$ cat src/rtl/chord_tone_gen.sv
// NCH-channel square-wave tone generator with per-channel half-period divisors and a
// single-entry divisor write buffer. Define CHORD_MIX_OUT_EN to add the registered 'mix' output.
module chord_tone_gen #(
   parameter int unsigned NCH  = 8,
   parameter int unsigned DIVW = 16
) (
   input  logic                     clk,
   input  logic                     rst_n,
   input  logic [NCH-1:0]           key,
   input  logic                     cfg_valid,
   output logic                     cfg_ready,
   input  logic [$clog2(NCH)-1:0]   cfg_ch,
   input  logic [DIVW-1:0]          cfg_div,
   output logic [NCH-1:0]           tone,
   output logic [NCH-1:0]           active
`ifdef CHORD_MIX_OUT_EN
   ,
   output logic [$clog2(NCH+1)-1:0] mix
`endif
);

   localparam int unsigned CHW = $clog2(NCH);

   logic [NCH-1:0][DIVW-1:0] div_q, div_d;
   logic [NCH-1:0][DIVW-1:0] cnt_q, cnt_d;
   logic [NCH-1:0][DIVW-1:0] eff_div;
   logic [NCH-1:0]           tone_q, tone_d;
   logic [NCH-1:0]           act_q, act_d;
   logic [NCH-1:0]           key_q;
   logic [NCH-1:0]           rise;
   logic [NCH-1:0]           hit;

   logic                     pend_q, pend_d;
   logic [CHW-1:0]           pend_ch_q, pend_ch_d;
   logic [DIVW-1:0]          pend_div_q, pend_div_d;
   logic                     pend_done;

   assign rise      = key & ~key_q;
   assign cfg_ready = ~pend_q;
   assign tone      = tone_q;
   assign active    = act_q;

   // Divisor a channel would use this cycle if the pending write is applied now.
   always_comb begin
      hit     = '0;
      eff_div = div_q;
      for (int unsigned i = 0; i < NCH; i++) begin
         hit[i] = pend_q && (pend_ch_q == CHW'(i));
         if (hit[i]) begin
            eff_div[i] = pend_div_q;
         end
      end
   end

   always_comb begin
      div_d     = div_q;
      cnt_d     = cnt_q;
      tone_d    = tone_q;
      act_d     = act_q;
      // A pending write that matches no channel is discarded.
      pend_done = pend_q && (hit == '0);
      for (int unsigned i = 0; i < NCH; i++) begin
         if (act_q[i]) begin
            if (cnt_q[i] == '0) begin
               if (hit[i]) begin
                  div_d[i]  = pend_div_q;
                  pend_done = 1'b1;
               end
               // Stop only at the end of a low half so no high pulse is shortened.
               if ((eff_div[i] == '0) || (!key[i] && !tone_q[i])) begin
                  act_d[i]  = 1'b0;
                  tone_d[i] = 1'b0;
                  cnt_d[i]  = '0;
               end else begin
                  tone_d[i] = ~tone_q[i];
                  cnt_d[i]  = eff_div[i] - DIVW'(1);
               end
            end else begin
               cnt_d[i] = cnt_q[i] - DIVW'(1);
            end
         end else begin
            if (hit[i]) begin
               div_d[i]  = pend_div_q;
               pend_done = 1'b1;
            end
            if (rise[i] && (eff_div[i] != '0)) begin
               act_d[i]  = 1'b1;
               tone_d[i] = 1'b0;
               cnt_d[i]  = eff_div[i] - DIVW'(1);
            end
         end
      end
   end

   always_comb begin
      pend_d     = pend_q;
      pend_ch_d  = pend_ch_q;
      pend_div_d = pend_div_q;
      if (cfg_valid && cfg_ready) begin
         pend_d     = 1'b1;
         pend_ch_d  = cfg_ch;
         pend_div_d = cfg_div;
      end else if (pend_done) begin
         pend_d = 1'b0;
      end
   end

   always_ff @(posedge clk or negedge rst_n) begin
      if (!rst_n) begin
         div_q      <= '0;
         cnt_q      <= '0;
         tone_q     <= '0;
         act_q      <= '0;
         key_q      <= '0;
         pend_q     <= 1'b0;
         pend_ch_q  <= '0;
         pend_div_q <= '0;
      end else begin
         div_q      <= div_d;
         cnt_q      <= cnt_d;
         tone_q     <= tone_d;
         act_q      <= act_d;
         key_q      <= key;
         pend_q     <= pend_d;
         pend_ch_q  <= pend_ch_d;
         pend_div_q <= pend_div_d;
      end
   end

`ifdef CHORD_MIX_OUT_EN
   localparam int unsigned MW = $clog2(NCH+1);

   logic [MW-1:0] mix_q, mix_d;

   always_comb begin
      mix_d = '0;
      for (int unsigned i = 0; i < NCH; i++) begin
         mix_d = mix_d + MW'(tone_q[i]);
      end
   end

   always_ff @(posedge clk or negedge rst_n) begin
      if (!rst_n) begin
         mix_q <= '0;
      end else begin
         mix_q <= mix_d;
      end
   end

   assign mix = mix_q;
`endif

endmodule

$ cat config.mk
export PLATFORM = sky130hd
export DESIGN_NAME = chord_tone_gen
export DESIGN_NICKNAME = d
export VERILOG_FILES = /design/src/rtl/chord_tone_gen.sv
export SDC_FILE = /design/constraint.sdc
export NUM_CORES = 1
export LEC_CHECK = 0
export ABC_AREA = 1
export BUFFER_PORTS_ARGS = -buffer_cell sky130_fd_sc_hd__buf_2
export CORE_MARGIN = 1.5
export CORE_UTILIZATION = 45
export CTS_CLUSTER_DIAMETER = 150
export CTS_CLUSTER_SIZE = 10
export DETAILED_ROUTE_END_ITERATION = 12
export GPL_TIMING_DRIVEN = 0
export HOLD_SLACK_MARGIN = 0.02
export SYNTH_ARGS = -nofsm -noshare
export SYNTH_HDL_FRONTEND = slang
export SYNTH_SLANG_ARGS = --single-unit
export TNS_END_PERCENT = 30
$ cat constraint.sdc
create_clock -name clk -period 4.4 [get_ports clk]
set_clock_uncertainty 0.05 [all_clocks]
set_input_delay 0.44 -clock clk [delete_from_list [all_inputs] [get_ports clk]]
set_output_delay 0.44 -clock clk [all_outputs]
set_load 0.02 [all_outputs]
==> results.tsv, run 1 <==
stage	metric	value	unit
detailed_routing	Vias	20900	
floorplanning	Die Height	219	um
finish	commonest non-fill, non-tap cell in the layout	nand2_1	
synth	Yosys cell types	39	
detailed_routing	drt total wl	64.3	mm
pwr	PD cells	238	nW/um^2
detailed_routing	wire per inst	16.1	um
synth	synthesized area	21000	um^2
floorplanning	Ports	47	
grt	total grt overflow	0	
floorplanning	Die Footprint	47900	um^2
detailed_routing	WL met2	28.7	mm
synth	mean post-synth cell area	6.39	um^2
synth	Post-synth EDFFs	0	
clock_network	TritonCTS clock tree	done	
worst_setup_path	type of origin of the critical path	register	
timing	Fin Hold WS	0.0976	ns
grt	pin count of the biggest net entering global routing	103	
detailed_routing	first drt pass iteration count	6	
timing	Achievable Freq	305	MHz
detailed_routing	Residual DRC	0	
timing	RSZ-0062 raised after global routing	false	
timing	final setup vio count	0	
placed_design	placed cells	3931	
pwr	register share of total power	50.3	%
clock_network	Max Buffers Root-to-Sink	3	
outcome	status	finished clean	
finish	Layout Utilization	50.5	%
clock_network	CTS resizes	0	
timing	Final Max Tran Viols	0	
pwr	Tot Pwr	0.00550	W
synth	largest cells by area after synthesis	dfrtp_1 36%, nand2_1 20%, nand3_1 7.5%	
pwr	Sw Pwr	0.00124	W
finish	area delta synth->final	9.92	%
pwr	switching share of total power	22.5	%
synth	Synth Warn #	0	
pwr	LEAKAGE	11.9	nW
floorplanning	Core Footprint	45700	um^2
synth	FFs w/ async S/R, synth	100	%
worst_setup_path	CP Class	reg -> reg	
placed_design	GP Congestion	0.923	
worst_setup_path	Critical Path RT	4.83	ns
grt	initial antenna violation count	9	
worst_setup_path	CP max stage cell	clkbuf_1	
clock_network	H-tree Lvls	2	
synth	Gate Count Post-Synth	3283	
clock_network	root cell of the clock tree	clkbuf_16	
timing	relative slew slack	25.5	%
clock_network	CTS buffer count	35	
detailed_routing	M1 WL	29.7	mm
pwr	clock share of power	47.9	%
timing	fin crit period	3.28	ns
finish	Final Net Count	3431	
grt	vias in the first global route	19700	
finish	most frequent cells in the layout	1124 x nand2_1, 420 x nor2_1, 347 x inv_1	
floorplanning	Initial Util	45.9	%
clock_network	Worst-Skew Late Latency	0.55	ns
pwr	Pint	0.00426	W
placed_design	HPWL after DPL	46.5	mm
worst_setup_path	CP peak stage delay	0.77	ns
timing	Worst-Margin Slew	1.12	ns
worst_hold_path	Tightest Hold Check Type	in -> reg	
timing	Final Hold Fails	0	
floorplanning	# rows	78	
synth	post-synthesis cell type with the largest combined area	dfrtp_1	
worst_setup_path	crit end category	register	
finish	fill cell count	4722	
pwr	Comb power frac	1.8	%
detailed_routing	DR top layer	met5	
synth	top cell type's share of synthesized area	35.8	%
timing	final worst-path cycle share	74.4	%
synth	sequential share of the synthesized area	35.8	%
finish	Layout Cells excl Fill	3984	
clock_network	CTS sink cnt	300	
timing	Fin Setup TNS	0	ns
clock_network	Clock transition at path regs	0.06	ns
detailed_routing	Antenna Violating Nets Remaining	0	
synth	Net Count, Synth	3337	
worst_setup_path	CP max FO	10	
placed_design	Buffers on Ports	46	
finish	share of layout cells above drive strength 1	5.27	%
detailed_routing	Initial DRC Count	2160	
detailed_routing	WL met3	3.92	mm
synth	Yosys reg bits	300	
grt	first-pass GRT wire length	104	mm
detailed_routing	Via-to-Cell Ratio	5.26	
grt	gr usage total	27.3	%
worst_setup_path	CP cell instances	clkbuf_1 -> inv_1 -> nand2_1 -> o21ai_1 -> nand3_1 -> nor2_2 -> nand2_1 -> nand3_1 -> o21ai_1 -> buf_2 -> nand2_1 -> nand3_1	
flow_run	max cap viols	0	
pwr	worst vdd ir	218	uV
worst_setup_path	Worst Path Arrival	3.71	ns
floorplanning	Die Width	219	um
synth	ys flop type	dfrtp_1	
-- cell usage after synthesis, types with 34 or more instances --
library cell,number
a21oi_1,86
buf_2,34
clkbuf_1,63
dfrtp_1,300
inv_1,347
nand2_1,1124
nand3_1,316
nand4_1,49
nor2_1,420
nor3_1,36
o21ai_0,197
o21ai_1,52
xor2_1,112
-- worst paths after layout --
path                                from             to  slack [ns]  cells after the start
setup / recovery           pend_div_q[3]      cnt_q[12]        1.12                     12
hold / removal                cfg_div[8]  pend_div_q[8]         0.1                      3
setup reg to reg           pend_div_q[3]      cnt_q[12]        1.12                     12
hold reg to reg                div_q[88]      div_q[88]        0.43                      2
max in group asynchronous          rst_n        tone[1]        2.31                      4
min in group asynchronous          rst_n     cnt_q[108]        0.47                      2
-- sequential cells by signal, indices dropped and copies added (netlist names) --
signal	flops
pend_ch_q	3
div_q	128
active	8
key_q	8
pend_q	1
cnt_q	128
pend_div_q	16
tone	8
-- per-stage QoR --
step                cell area [um^2]  setup slack [ns]
global route                   23000             0.959
global placement               22000             -3.37
floorplan                      21000              1.96
finish                         23000              1.12
detailed placement             22000              1.19
CTS                            23000              1.18
-- area by class of cell --
class	count	area, um^2	area share (%)
Timing Repair Buffer	57	385	1.67
Tap cell	600	751	3.26
Inverter	358	1340	5.83
Buffer	106	482	2.09
Sequential cell	300	7510	32.6
Multi-Input combinational cell	2519	11600	50.5
Antenna cell	7	17.5	0.0760
Clock buffer	37	926	4.02
-- layer usage --
layer | vias to the layer above | global-route usage [%]
met5 | - | 0
met4 | 2 | 9.84
met3 | 99 | 3.78
met2 | 601 | 43.7
met1 | 9685 | 37.6
li1 | 10600 | -
-- power groups by stage --
| stage | sequential [W] | clock, W | combinational [W] |
|---|---|---|---|
| 2_1_floorplan | 0.00281 | 0 | 0.00000954 |
| 3_3_place_gp | 0.00281 | 0 | 0.0000905 |
| 3_5_place_dp | 0.00281 | 0 | 0.0000982 |
| 4_1_cts | 0.00276 | 0.00271 | 0.000105 |
| 5_1_grt | 0.00276 | 0.00279 | 0.000116 |
| 6_report | 0.00276 | 0.00263 | 0.000100 |
-- critical path, delay by kind of cell, from the launching register on --
kind	cells	cell delay [ns]
buffers and inverters	3	1.55
AND/OR/NAND/NOR	7	0.96
AO/OA/AOI/OAI	2	0.34
flip-flops	1	0.31
-- cell families (layout without fill, tap and decap cells) --
logic type / Yosys count / after routing / synth area share, %
multiplexers: 2 / 2 / 0.107
XOR/XNOR: 137 / 137 / 5.72
flip-flops: 300 / 300 / 35.8
other: 0 / 7 / 0
adder cells (fa/ha/maj): 24 / 24 / 1.43
AO/OA/AOI/OAI: 361 / 361 / 8.98
AND/OR/NAND/NOR: 1995 / 1995 / 39.3
buffers and inverters: 464 / 558 / 8.71
-- timing repair --
action / CTS / global route
endpoints found under the hold margin: 107 / 0
hold buffers: 9 / 0
buffers inserted: 0 / 0
No activity file was read; power rests on OpenSTA's default activity.
==> run 2: changes to the inputs <==
==> constraint.sdc (replaced) <==
create_clock -name clk -period 3.1 [get_ports clk]
set_clock_uncertainty 0.05 [all_clocks]
set_input_delay 0.31 -clock clk [delete_from_list [all_inputs] [get_ports clk]]
set_output_delay 0.31 -clock clk [all_outputs]
set_load 0.02 [all_outputs]
==> results.tsv, run 2 (synthesis gave the netlist of run 1 again) <==
stage	metric	value	unit
outcome	status	finished clean	
timing	final setup vio count	0	
clock_network	Worst-Skew Late Latency	0.55	ns
floorplanning	Die Height	219	um
worst_setup_path	Critical Path RT	3.47	ns
grt	initial antenna violation count	7	
timing	Worst-Margin Slew	1.14	ns
worst_setup_path	crit-path leading delay family	simple AND/OR/NAND/NOR gates	
detailed_routing	Via-to-Cell Ratio	5.27	
pwr	Sw Pwr	0.00177	W
detailed_routing	Vias	21100	
floorplanning	Initial Util	45.9	%
floorplanning	Core Footprint	45700	um^2
clock_network	CTS buffer count	35	
placed_design	HPWL after DPL	46.5	mm
pwr	LEAKAGE	12.0	nW
finish	area delta synth->final	11.3	%
timing	fin crit period	2.91	ns
timing	Final Hold Fails	0	
floorplanning	Die Footprint	47900	um^2
flow_run	max cap viols	0	
worst_hold_path	Tightest Hold Check Type	in -> reg	
detailed_routing	Residual DRC	0	
clock_network	H-tree Lvls	2	
timing	RSZ-0062 raised after global routing	true	
pwr	worst vdd ir	312	uV
clock_network	root cell of the clock tree	clkbuf_16	
worst_setup_path	type of origin of the critical path	register	
pwr	Pint	0.00606	W
clock_network	CTS sink cnt	300	
worst_setup_path	CP max FO	10	
floorplanning	Ports	47	
worst_hold_path	worst hold start	cfg_ch[1]	
pwr	Comb power frac	2.1	%
pwr	PD cells	335	nW/um^2
timing	final worst-path cycle share	93.9	%
placed_design	Buffers on Ports	46	
worst_setup_path	Crit. Startpoint	pend_ch_q[0]	
worst_setup_path	WP buf/inv	3	
pwr	register share of total power	50.1	%
timing	Fin Hold WS	0.0502	ns
clock_network	TritonCTS clock tree	done	
finish	Layout Utilization	51.1	%
worst_setup_path	CP peak stage delay	0.48	ns
finish	most frequent cells in the layout	1122 x nand2_1, 413 x nor2_1, 347 x inv_1	
timing	Achievable Freq	344	MHz
finish	share of layout cells above drive strength 1	5.98	%
grt	vias in the first global route	19800	
detailed_routing	wire per inst	16.1	um
worst_setup_path	Worst Path Arrival	3.28	ns
grt	pin count of the biggest net entering global routing	103	
clock_network	Max Buffers Root-to-Sink	3	
clock_network	Clock transition at path regs	0.06	ns
timing	relative slew slack	24.1	%
pwr	clock share of power	47.8	%
floorplanning	# rows	78	
timing	Final Max Tran Viols	0	
detailed_routing	first drt pass iteration count	7	
placed_design	GP Congestion	0.923	
detailed_routing	Initial DRC Count	2117	
grt	total grt overflow	0	
worst_setup_path	crit end category	register	
pwr	switching share of total power	22.6	%
worst_setup_path	RR Startpoint	pend_ch_q[0]	
grt	first-pass GRT wire length	104	mm
grt	gr usage total	27.3	%
finish	Final Net Count	3447	
worst_setup_path	CP max stage cell	dfrtp_2	
finish	commonest non-fill, non-tap cell in the layout	nand2_1	
finish	Regs by FF count	cnt_q (128), div_q (128), pend_div_q (16)	
worst_setup_path	CP cell instances	inv_2 -> nand2_1 -> nor2_4 -> clkbuf_4 -> nand2_1 -> o21ai_1 -> ha_2 -> nand3_2 -> nor2_2 -> nand2_1 -> nand2_1 -> nand2_2 -> buf_2 -> nand3_1 -> nand3_1	
worst_setup_path	reg2reg setup slack	0.19	ns
detailed_routing	drt total wl	64.4	mm
worst_setup_path	CP Class	reg -> reg	
detailed_routing	Antenna Violating Nets Remaining	0	
floorplanning	Die Width	219	um
worst_setup_path	CP dominant cell by count	nand2_1	
[run 2: cell count changes in the layout (fill, tap and decap cells not counted), sizes merged]
cell,delta
buf,-4
diode,-1
clkbuf,+3
dlygate4sd3,+17
[run 2: power groups by stage]
| stage | clock network [W] | registers [W] | logic [W] |
|---|---|---|---|
| 3_5_place_dp | 0 | 0.00399 | 0.000139 |
| 5_1_grt | 0.00396 | 0.00392 | 0.000186 |
| 4_1_cts | 0.00384 | 0.00392 | 0.000169 |
| 3_3_place_gp | 0 | 0.00400 | 0.000128 |
| 6_report | 0.00374 | 0.00392 | 0.000163 |
| 2_1_floorplan | 0 | 0.00399 | 0.0000135 |
[run 2: final cells by class]
cell class	instances	area [um^2]
clock buffers	37	926
flip-flops and latches	300	7510
inverters	358	1340
repair buffers	75	563
fillers	4715	22300
plain buffers	104	497
diodes	6	15.0
well taps	600	751
multi-input cells	2519	11700
[run 2: routing by layer]
layer  GRT usage, %  wire length [um]
met5              0                10
met4           9.41              1990
met3           3.87              4040
met2           43.9             29000
met1           37.7             29300
[run 2: per-stage QoR]
step / worst slack (ns) / area [um^2] / power [W] / cells / TNS (ns)
after floorplan: 0.659 / 21000 / 0.00401 / 3283 / 0
after global placement: -4.54 / 22000 / 0.00412 / 3929 / -1344.97
after detailed placement: -0.111 / 22000 / 0.00413 / 3931 / -0.773
after CTS: 0.0185 / 23200 / 0.00793 / 3993 / 0
after global routing: -0.0174 / 23300 / 0.00807 / 3998 / -0.0974
final: 0.189 / 23300 / 0.00783 / 3999 / 0
[run 2: worst paths after layout]
| check | to | cells after the start |
|---|---|---|
| max | cnt_q[36] | 15 |
| min in group asynchronous | cnt_q[108] | 2 |
| max reg2reg | cnt_q[36] | 15 |
| max in group asynchronous | cnt_q[19] | 4 |
| min reg2reg | div_q[92] | 2 |
| min | pend_ch_q[1] | 3 |
[run 2: worst reg2reg max path: stages, from the launching register on]
cell      delay [ns]
dfrtp_2         0.48
inv_2           0.13
nand2_1         0.14
nor2_4          0.14
clkbuf_4        0.22
nand2_1         0.08
o21ai_1         0.17
ha_2            0.25
nand3_2         0.13
nor2_2          0.19
nand2_1         0.09
nand2_1         0.11
nand2_2         0.14
buf_2           0.23
nand3_1         0.15
nand3_1         0.08
[run 2: timing repair]
action                                  in CTS  in global routing
pin swaps                                    0                  2
endpoints found under the setup margin      15                113
hold endpoints to repair                   126                  0
gates resized for setup                      2                 40
buffers inserted                             0                  1
hold buffers                                26                  0
==> run 3: changes to the inputs <==
--- a/config.mk
+++ b/config.mk
@@ -5,7 +5,6 @@
 export SDC_FILE = /design/constraint.sdc
 export NUM_CORES = 1
 export LEC_CHECK = 0
-export ABC_AREA = 1
 export BUFFER_PORTS_ARGS = -buffer_cell sky130_fd_sc_hd__buf_2
 export CORE_MARGIN = 1.5
 export CORE_UTILIZATION = 45
==> results.tsv, run 3 <==
stage	metric	value	unit
clock_network	Max Buffers Root-to-Sink	3	
floorplanning	Initial Util	45.4	%
pwr	worst vdd ir	380	uV
grt	initial antenna violation count	0	
timing	relative slew slack	24.3	%
floorplanning	Die Height	214	um
timing	Fin Setup TNS	-0.0444	ns
clock_network	TritonCTS clock tree	done	
worst_setup_path	CP Class	reg -> reg	
grt	total grt overflow	0	
clock_network	Clock transition at path regs	0.06	ns
timing	Achievable Freq	318	MHz
synth	most frequent cell after synthesis	dfrtp_1	
synth	top cell type's share of synthesized area	37.6	%
finish	Layout Utilization	52.8	%
floorplanning	Die Width	214	um
clock_network	Worst-Skew Late Latency	0.56	ns
synth	largest cells by area after synthesis	dfrtp_1 38%, mux2_2 7.0%, mux2i_1 5.2%	
detailed_routing	drt total wl	65.7	mm
pwr	Tot Pwr	0.0198	W
detailed_routing	Antenna Violating Nets Remaining	0	
placed_design	dpl cell area	21100	um^2
synth	Post-synth EDFFs	0	
timing	Final Hold Fails	0	
grt	gr usage total	28.7	%
finish	Regs by FF count	cnt_q (128), div_q (128), pend_div_q (16)	
synth	synthesized area	20000	um^2
finish	most frequent cells in the layout	295 x dfrtp_1, 240 x nor2_1, 208 x nand2_1	
clock_network	CTS sink cnt	300	
floorplanning	Die Footprint	45700	um^2
synth	Gate Count Post-Synth	2259	
finish	Diodes inserted	0	
outcome	failing checks	negative setup slack	
finish	area delta synth->final	16.4	%
grt	pin count of the biggest net entering global routing	111	
timing	post-route setup slack	-0.0444	ns
worst_setup_path	CP max FO	10	
synth	FFs w/ async S/R, synth	100	%
grt	vias in the first global route	17100	
synth	post-synthesis cell type with the largest combined area	dfrtp_1	
worst_setup_path	Worst Path Arrival	3.57	ns
synth	Yosys cell types	90	
timing	final worst-path cycle share	101	%
synth	xor-xnor portion of the synthesized cell area	6.67	%
placed_design	GP Congestion	0.900	
grt	first-pass GRT wire length	101	mm
detailed_routing	Initial DRC Count	1729	
finish	share of layout cells above drive strength 1	18.5	%
floorplanning	# rows	77	
detailed_routing	Vias	18300	
placed_design	placed cells	2901	
synth	Simple-Gate Fraction of Synth Area	22.0	%
detailed_routing	wire per inst	21.9	um
outcome	status	finished, violations left	
timing	Final Max Tran Viols	0	
worst_setup_path	Critical Path RT	3.53	ns
floorplanning	Ports	47	
pwr	PD cells	851	nW/um^2
finish	fin area	23200	um^2
detailed_routing	Residual DRC	0	
synth	Yosys reg bits	300	
worst_setup_path	type of origin of the critical path	register	
synth	mean post-synth cell area	8.84	um^2
synth	mux cell area share after synthesis	12.6	%
synth	commonest cells in the netlist	300 x dfrtp_1, 247 x nor2_1, 211 x nand2_1	
synth	Post-Synth Adder-Cell Area	1.50	%
clock_network	CTS buffer count	35	
worst_hold_path	Tightest Hold Check Type	in -> async	
finish	Final Net Count	2453	
worst_setup_path	reg2reg setup slack	-0.04	ns
synth	largest family of logic cells by synthesized area	simple AND/OR/NAND/NOR gates	
placed_design	Buffers on Ports	46	
clock_network	root cell of the clock tree	clkbuf_16	
worst_setup_path	crit end category	register	
finish	Layout Cells excl Fill	2992	
pwr	LEAKAGE	9.79	nW
placed_design	HPWL after DPL	44.8	mm
detailed_routing	first drt pass iteration count	8	
synth	ys flop type	dfrtp_1	
flow_run	max cap viols	0	
synth	Net Count, Synth	2313	
detailed_routing	Via-to-Cell Ratio	6.11	
synth	Synth Area in Compound Gates	15.7	%
timing	final setup vio count	1	
finish	commonest non-fill, non-tap cell in the layout	dfrtp_1	
timing	Worst-Margin Slew	1.14	ns
floorplanning	Core Footprint	44000	um^2
synth	sequential share of the synthesized area	37.6	%
timing	fin crit period	3.14	ns
clock_network	H-tree Lvls	2	
synth	Synth Warn #	0	
timing	RSZ-0062 raised after global routing	true	
## run 3: cell count changes in the layout (fill, tap and decap cells not counted), moves of 60 or more
cell,previous run,this run
nand3_1,311,53
inv_1,347,37
o211ai_1,0,77
o21ai_0,197,115
mux2i_1,0,86
nor3_1,36,96
xnor2_1,25,85
nor2_1,413,240
mux2_2,2,125
nand2_1,1122,208
## run 3: final cells by class
cell class,instances,area [um^2]
plain buffers,136,791
clock buffers,36,901
clock inverters,2,25.0
fillers,4079,20800
inverters,38,143
multi-input cells,1775,12300
flip-flops and latches,300,7510
well taps,592,741
repair buffers,113,877
## run 3: layer usage
metal,vias to the layer above,global-route usage (%),routed length [um]
met5,-,0,0
met4,0,11.5,2230
met3,136,4.48,4420
met2,673,44.0,29400
met1,8983,40.5,29600
li1,8477,-,-
## run 3: timing repair
item | 4_1_cts | 5_1_grt
pin swaps | 8 | 17
hold buffers | 28 | 0
setup buffers | 3 | 32
endpoints found under the hold margin | 135 | 0
gates resized for setup | 62 | 135
setup endpoints to repair | 142 | 167
## run 3: kinds of logic (layout without fill, tap and decap cells)
logic type,after synthesis,after routing
and+or+nand+nor,871,871
xor gates and xnor gates,152,152
DFF,300,300
adders and majority gates,24,24
AOI/OAI and AO/OA,495,495
muxes,233,233
buffers and inverters,184,325
## run 3: stage by stage
stage	hold slack (ns)	setup slack, ns
floorplan	-0.0356	-0.0365
global placement	0.395	-4.30
detailed placement	0.363	-1.02
CTS	0.354	-0.382
global route	0.389	-0.0433
finish	0.349	-0.0444
## run 3: where the power goes
part	internal (W)	leakage (nW)	switching (W)	total [W]
Combinational	0.00404	5.61	0.00642	0.0105
Sequential	0.00463	3.72	0.000939	0.00557
Clock	0.00205	0.455	0.00169	0.00375
## run 3: path summary, 6_finish.rpt
kind                               start        end  cells after the start
setup / recovery           pend_div_q[8]  cnt_q[31]                      8
setup reg to reg           pend_div_q[8]  cnt_q[31]                      8
min in group clk                  key[3]   key_q[3]                      2
max in group asynchronous          rst_n  div_q[96]                      4
hold / removal                     rst_n  cnt_q[13]                      3
hold reg to reg                 cnt_q[6]   cnt_q[6]                      2
## run 3: worst max-delay path: stages, from the launching register on
cell	delay, ns
dfrtp_1	0.48
buf_1	0.88
or3_1	0.41
nor3_1	0.09
o22ai_1	0.35
nor2_1	0.12
mux2i_1	0.41
a221oi_1	0.14
nor2_1	0.14
